## config.mk

```make
export PLATFORM = sky130hd
export DESIGN_NAME = acq_sequencer
export DESIGN_NICKNAME = d
export VERILOG_FILES = /design/src/rtl/acq_pkg.sv /design/src/rtl/acq_timeout_ctr.sv /design/src/rtl/acq_sequencer.sv
export SDC_FILE = /design/constraint.sdc
export NUM_CORES = 1
export LEC_CHECK = 0
export BUFFER_PORTS_ARGS = -buffer_cell sky130_fd_sc_hd__buf_2
export CAP_MARGIN = 20
export CORE_UTILIZATION = 55
export DETAILED_ROUTE_END_ITERATION = 16
export PLACE_DENSITY = 0.82
export SETUP_SLACK_MARGIN = 0.02
export SYNTH_ARGS = -nofsm -noshare
export SYNTH_HDL_FRONTEND = slang
export SYNTH_SLANG_ARGS = --single-unit
```

## constraint.sdc

```tcl
create_clock -name clk -period 7.8 [get_ports clk]
set_input_delay 1.56 -clock clk [delete_from_list [all_inputs] [get_ports clk]]
set_output_delay 1.56 -clock clk [all_outputs]
set_load 0.03 [all_outputs]
```

## src/rtl/acq_pkg.sv

```systemverilog
// Shared types and constants for the acquisition sequencer.
package acq_pkg;

    localparam int unsigned CNT_W_DEF = 24;

    typedef enum logic [2:0] {
        S_IDLE,
        S_ARM,
        S_CAPTURE,
        S_NEXT_REP,
        S_HOP_REQ,
        S_HOP_WAIT,
        S_DONE
    } acq_state_e;

    localparam logic [1:0] ERR_OK     = 2'd0;
    localparam logic [1:0] ERR_CFG    = 2'd1;
    localparam logic [1:0] ERR_GEN_TO = 2'd2;
    localparam logic [1:0] ERR_ABORT  = 2'd3;

endpackage

```

## src/rtl/acq_timeout_ctr.sv

```systemverilog
// Clearable up-counter that saturates at TERM-1 and flags the terminal count.
module acq_timeout_ctr #(
    parameter int unsigned TERM = 1000000
) (
    input  logic clk,
    input  logic rst_n,
    input  logic clr_i,
    input  logic en_i,
    output logic tc_o
);

    localparam int unsigned W    = (TERM > 1) ? $clog2(TERM) : 1;
    localparam logic [W-1:0] LAST = W'(TERM - 1);

    logic [W-1:0] cnt_q, cnt_d;

    always_comb begin
        cnt_d = cnt_q;
        if (clr_i) begin
            cnt_d = '0;
        end else if (en_i && (cnt_q != LAST)) begin
            cnt_d = cnt_q + W'(1);
        end
    end

    always_ff @(posedge clk or negedge rst_n) begin
        if (!rst_n) begin
            cnt_q <= '0;
        end else begin
            cnt_q <= cnt_d;
        end
    end

    assign tc_o = (cnt_q == LAST);

endmodule

```

## src/rtl/acq_sequencer.sv

```systemverilog
// Acquisition run sequencer: hop loop around a repetition loop, each repetition
// triggering the ADC and counting accepted samples.
module acq_sequencer
    import acq_pkg::*;
#(
    parameter int unsigned CNT_W       = CNT_W_DEF,
    parameter int unsigned GEN_TIMEOUT = 1000000
) (
    input  logic             clk,
    input  logic             rst_n,
    input  logic             cpu_trig,
    input  logic [CNT_W-1:0] repetitions,
    input  logic [CNT_W-1:0] samples,
    input  logic [CNT_W-1:0] generator_hops,
    input  logic             abort,
    input  logic             adc_valid,
    input  logic             gen_ack,
    output logic             busy,
    output logic             adc_trig,
    output logic             capture_en,
    output logic             gen_step,
    output logic [CNT_W-1:0] sample_index,
    output logic [CNT_W-1:0] rep_index,
    output logic [CNT_W-1:0] hop_index,
    output logic             done,
    output logic [1:0]       err_code
);

    acq_state_e state_q, state_d;

    logic [CNT_W-1:0] reps_q, reps_d;
    logic [CNT_W-1:0] smps_q, smps_d;
    logic [CNT_W-1:0] hops_q, hops_d;
    logic [CNT_W-1:0] sidx_q, sidx_d;
    logic [CNT_W-1:0] ridx_q, ridx_d;
    logic [CNT_W-1:0] hidx_q, hidx_d;
    logic [1:0]       err_q, err_d;

    logic tmr_clr, tmr_en, tmr_tc;

    acq_timeout_ctr #(
        .TERM (GEN_TIMEOUT)
    ) u_gen_timeout (
        .clk   (clk),
        .rst_n (rst_n),
        .clr_i (tmr_clr),
        .en_i  (tmr_en),
        .tc_o  (tmr_tc)
    );

    always_comb begin
        state_d    = state_q;
        reps_d     = reps_q;
        smps_d     = smps_q;
        hops_d     = hops_q;
        sidx_d     = sidx_q;
        ridx_d     = ridx_q;
        hidx_d     = hidx_q;
        err_d      = err_q;
        adc_trig   = 1'b0;
        capture_en = 1'b0;
        gen_step   = 1'b0;
        done       = 1'b0;
        tmr_clr    = 1'b0;
        tmr_en     = 1'b0;

        unique case (state_q)
            S_IDLE: begin
                if (cpu_trig) begin
                    reps_d = repetitions;
                    smps_d = samples;
                    hops_d = (generator_hops == '0) ? CNT_W'(1) : generator_hops;
                    sidx_d = '0;
                    ridx_d = '0;
                    hidx_d = '0;
                    if ((repetitions == '0) || (samples == '0)) begin
                        err_d   = ERR_CFG;
                        state_d = S_DONE;
                    end else begin
                        err_d   = ERR_OK;
                        state_d = S_ARM;
                    end
                end
            end
            S_ARM: begin
                adc_trig = 1'b1;
                sidx_d   = '0;
                state_d  = S_CAPTURE;
            end
            S_CAPTURE: begin
                capture_en = 1'b1;
                if (adc_valid) begin
                    sidx_d = sidx_q + CNT_W'(1);
                    if (sidx_q == smps_q - CNT_W'(1)) begin
                        state_d = S_NEXT_REP;
                    end
                end
            end
            S_NEXT_REP: begin
                if (ridx_q < reps_q - CNT_W'(1)) begin
                    ridx_d  = ridx_q + CNT_W'(1);
                    state_d = S_ARM;
                end else if (hidx_q == hops_q - CNT_W'(1)) begin
                    err_d   = ERR_OK;
                    state_d = S_DONE;
                end else begin
                    ridx_d  = '0;
                    state_d = S_HOP_REQ;
                end
            end
            S_HOP_REQ: begin
                gen_step = 1'b1;
                tmr_clr  = 1'b1;
                state_d  = S_HOP_WAIT;
            end
            S_HOP_WAIT: begin
                tmr_en = 1'b1;
                if (gen_ack) begin
                    hidx_d  = hidx_q + CNT_W'(1);
                    state_d = S_ARM;
                end else if (tmr_tc) begin
                    err_d   = ERR_GEN_TO;
                    state_d = S_DONE;
                end
            end
            S_DONE: begin
                done    = 1'b1;
                state_d = S_IDLE;
            end
            default: state_d = S_IDLE;
        endcase

        // Abort overrides any index update this cycle so the counts freeze where they were.
        if (abort && (state_q != S_IDLE) && (state_q != S_DONE)) begin
            sidx_d  = sidx_q;
            ridx_d  = ridx_q;
            hidx_d  = hidx_q;
            err_d   = ERR_ABORT;
            state_d = S_DONE;
        end
    end

    always_ff @(posedge clk or negedge rst_n) begin
        if (!rst_n) begin
            state_q <= S_IDLE;
            reps_q  <= '0;
            smps_q  <= '0;
            hops_q  <= '0;
            sidx_q  <= '0;
            ridx_q  <= '0;
            hidx_q  <= '0;
            err_q   <= ERR_OK;
        end else begin
            state_q <= state_d;
            reps_q  <= reps_d;
            smps_q  <= smps_d;
            hops_q  <= hops_d;
            sidx_q  <= sidx_d;
            ridx_q  <= ridx_d;
            hidx_q  <= hidx_d;
            err_q   <= err_d;
        end
    end

    assign busy         = (state_q != S_IDLE);
    assign sample_index = sidx_q;
    assign rep_index    = ridx_q;
    assign hop_index    = hidx_q;
    assign err_code     = err_q;

endmodule

```

==> impl_metrics.env <==
export IMPL_outcome="complete, no violations"
export IMPL_grt_pass1_vias=8506
export IMPL_clk_path_buf_depth=2
export IMPL_antenna_found_initial=4
export IMPL_synth_nets=1229
export IMPL_hold_class="flop to flop"
export IMPL_overflow=0
export IMPL_cts_tree="done"
export IMPL_required_ns=8.15
export IMPL_slew_viol_final=0
export IMPL_yosysUniqueCellTypes=69
export IMPL_gp_congestion=0.900
export IMPL_ant_nets=0
export IMPL_grt_pass1_wl_mm=41.5
export IMPL_synth_ff_type="dfrtp_1"
export IMPL_crit_path_max_fanout=24
export IMPL_critPathLaunchType="flop"
export IMPL_synth_area_um2=10500
export IMPL_drt_iter0_drc=507
export IMPL_drv_cap=0
export IMPL_cts_resized=0
export IMPL_clkLatencyLatePin_ns=0.43
export IMPL_rows=50
export IMPL_numPortBuffers=156
export IMPL_wl_mm=25.6
export IMPL_relSlewSlack_pct=32.7
export IMPL_powerDensity_nw_per_um2=308
export IMPL_tightest_slew_ns=1.00
export IMPL_drcViolationCount=0
export IMPL_yosys_warnings=0
export IMPL_hold_viol_final=0
export IMPL_dp_slack_ns=3.06
export IMPL_cts_root_buf="clkbuf_16"
export IMPL_dr_wl_met3_mm=1.50
export IMPL_fin_crit_sh_pct=61.0
export IMPL_synth_edf_count=0
export IMPL_syn_inst=1121
export IMPL_viasPerCell=6.02
export IMPL_start_util_pct=56.2
export IMPL_cts_inserted_buffers=17
export IMPL_ys_seq_elements=169
export IMPL_fin_nets=1373
export IMPL_dp_hpwl_mm=18.8
export IMPL_setup_violations=0
export IMPL_fp_dieH_um=140
export IMPL_h_tree_depth=4
export IMPL_synth_seq_area_share_pct=40.2
export IMPL_worstSetupPathType="flop to flop"
export IMPL_die_x_um=140
export IMPL_async_reset_ff_share_pct=100
export IMPL_area_growth_pct=14.9
export IMPL_cp_arrival_ns=5.11
export IMPL_die_area_um2=19700
export IMPL_grt_max_degree=101
export IMPL_p_leak_nw=5.29
export IMPL_rsz0062_at_grt="false"
export IMPL_drt_first_pass_iters=4
export IMPL_peakVddDrop_v=0.000192
export IMPL_core_area_um2=18700
export IMPL_io_pins=157
export IMPL_drt_met1_wl_mm=11.2
export IMPL_finalClockSkew_ns=0.00766
export IMPL_fin_tns_setup_ns=0
export IMPL_fin_crit_ns=4.76
export IMPL_cts_hold_buffers=0
export IMPL_setup_slack_ns=3.04
export IMPL_clkTransAtPathRegs_ns=0.07
export IMPL_vias=9108
export IMPL_syn_avg_cell_area_um2=9.38
export IMPL_top_layer="met5"
export IMPL_post_cts_buffers=0
export IMPL_wl_met2_mm=12.3
export IMPL_fmax_mhz=210
export IMPL_wl_per_cell_um=16.9
export IMPL_end_kind="flop"
export IMPL_cts_sinks=169
export IMPL_drive_gt1_share_pct=17.7
export IMPL_grt_usage_pct=26.4
-- worst paths after layout --
kind | start | to | slack, ns | cells after the start
min in group asynchronous | rst_n | sample_index[15] | 1.18 | 1
max | reps_q[3] | rep_index[3] | 3.04 | 16
min reg2reg | u_gen_timeout.cnt_q[0] | u_gen_timeout.cnt_q[0] | 0.51 | 1
max reg2reg | reps_q[3] | rep_index[3] | 3.04 | 16
min | u_gen_timeout.cnt_q[0] | u_gen_timeout.cnt_q[0] | 0.51 | 1
max in group asynchronous | rst_n | hops_q[12] | 5.18 | 2
-- cell usage in the layout (no fill, tap or decap), types with 3 or more instances in the layout --
master / count
dfrtp_1: 169
buf_2: 155
nor2_1: 108
nand2_1: 89
xor2_1: 70
mux2_1: 64
xnor2_1: 58
nand3_1: 52
nor4_1: 40
a21oi_1: 40
inv_1: 32
nor3_1: 31
ha_1: 30
o21ai_1: 26
or3_1: 25
o21ai_0: 22
nand4_1: 21
a31oi_1: 20
and3_1: 18
clkbuf_16: 17
nor2b_1: 14
a31oi_2: 12
nand2b_1: 11
mux2i_1: 11
nand3b_1: 10
and4_1: 10
and2_1: 8
buf_4: 8
or4_1: 7
clkinvlp_4: 7
nor3b_1: 5
o31ai_1: 5
a21o_1: 5
a211oi_1: 4
o221ai_1: 4
o22ai_1: 4
a41oi_1: 4
o2111ai_1: 3
nor4b_1: 3
o211ai_2: 3
-- final cells by class --
type,count,area [um2]
timing repair buffer,164,847
antenna,2,5.00
clock buffer,19,443
clock inverter,13,123
inverter,33,124
sequential,169,4230
tap,234,293
multi-input combinational,880,6020
fill,1489,6620
-- registers in the layout (all words and copies together) (netlist names) --
| register | cells |
|---|---|
| hops_q | 24 |
| reps_q | 24 |
| u_gen_timeout.cnt_q | 20 |
| err_code | 2 |
| rep_index | 24 |
| state_q | 3 |
| hop_index | 24 |
| sample_index | 24 |
| smps_q | 24 |
-- cells in the mapped netlist (30+ instances only) --
library cell | n | area share (%)
dfrtp_1 | 169 | 40
nor2_1 | 108 | 3.9
nand2_1 | 89 | 3.2
xor2_1 | 70 | 5.8
mux2_1 | 64 | 6.9
xnor2_1 | 58 | 4.8
nand3_1 | 52 | 2.5
nor4_1 | 41 | 2.4
a21oi_1 | 40 | 1.9
nor3_1 | 33 | 1.6
clkbuf_1 | 32 | 1.1
inv_1 | 32 | 1.1
ha_1 | 30 | 3.6
-- cell families (layout without fill, tap and decap cells) --
family / Yosys count / in the layout / synth area share [%]
other: 0 / 2 / 0
AOI/OAI and AO/OA: 174 / 174 / 11.2
adders and majority gates: 30 / 30 / 3.57
muxes: 78 / 78 / 8.33
buffers and inverters: 72 / 229 / 2.80
and+or+nand+nor: 470 / 470 / 23.2
xor gates and xnor gates: 128 / 128 / 10.7
DFF: 169 / 169 / 40.2
-- worst max-delay path: stages, from the launching register on --
cell      delay [ns]
dfrtp_1         0.42
or4_1           0.56
nor3_1          0.22
nand2_1         0.15
or3_1           0.43
or3_1           0.39
xor2_1          0.16
ha_1            0.32
nand4_1         0.14
nor4_1          0.28
o221ai_1        0.16
nand3_1         0.25
nand4_1         0.25
o31ai_4         0.36
a211oi_4        0.09
buf_4           0.27
a31oi_1         0.21
-- through the flow --
step,std cells,utilization (%),hold WS (ns),power [mW],instance area [um2]
3_5_place_dp,1480,61.6,0.497,2.89,11500
3_3_place_gp,1480,61.6,0.491,2.83,11500
6_report,1514,64.6,0.505,3.72,12100
4_1_cts,1512,64.6,0.507,3.72,12100
5_1_grt,1514,64.6,0.536,3.95,12100
2_1_floorplan,1121,-,0.478,2.50,10500
-- power breakdown --
group | switching, mW | internal (mW)
registers | 0.363 | 1.11
clock network | 0.372 | 0.450
logic | 0.803 | 0.618
total | 1.54 | 2.18
-- per-layer routing --
| metal | up-vias | track usage, % |
|---|---|---|
| met1 | 4442 | 34.8 |
| li1 | 4352 | - |
| met3 | 46 | 5.50 |
| met2 | 264 | 43.1 |
| met5 | - | 0 |
| met4 | 4 | 9.60 |
Power figures use the tool's default switching activity.
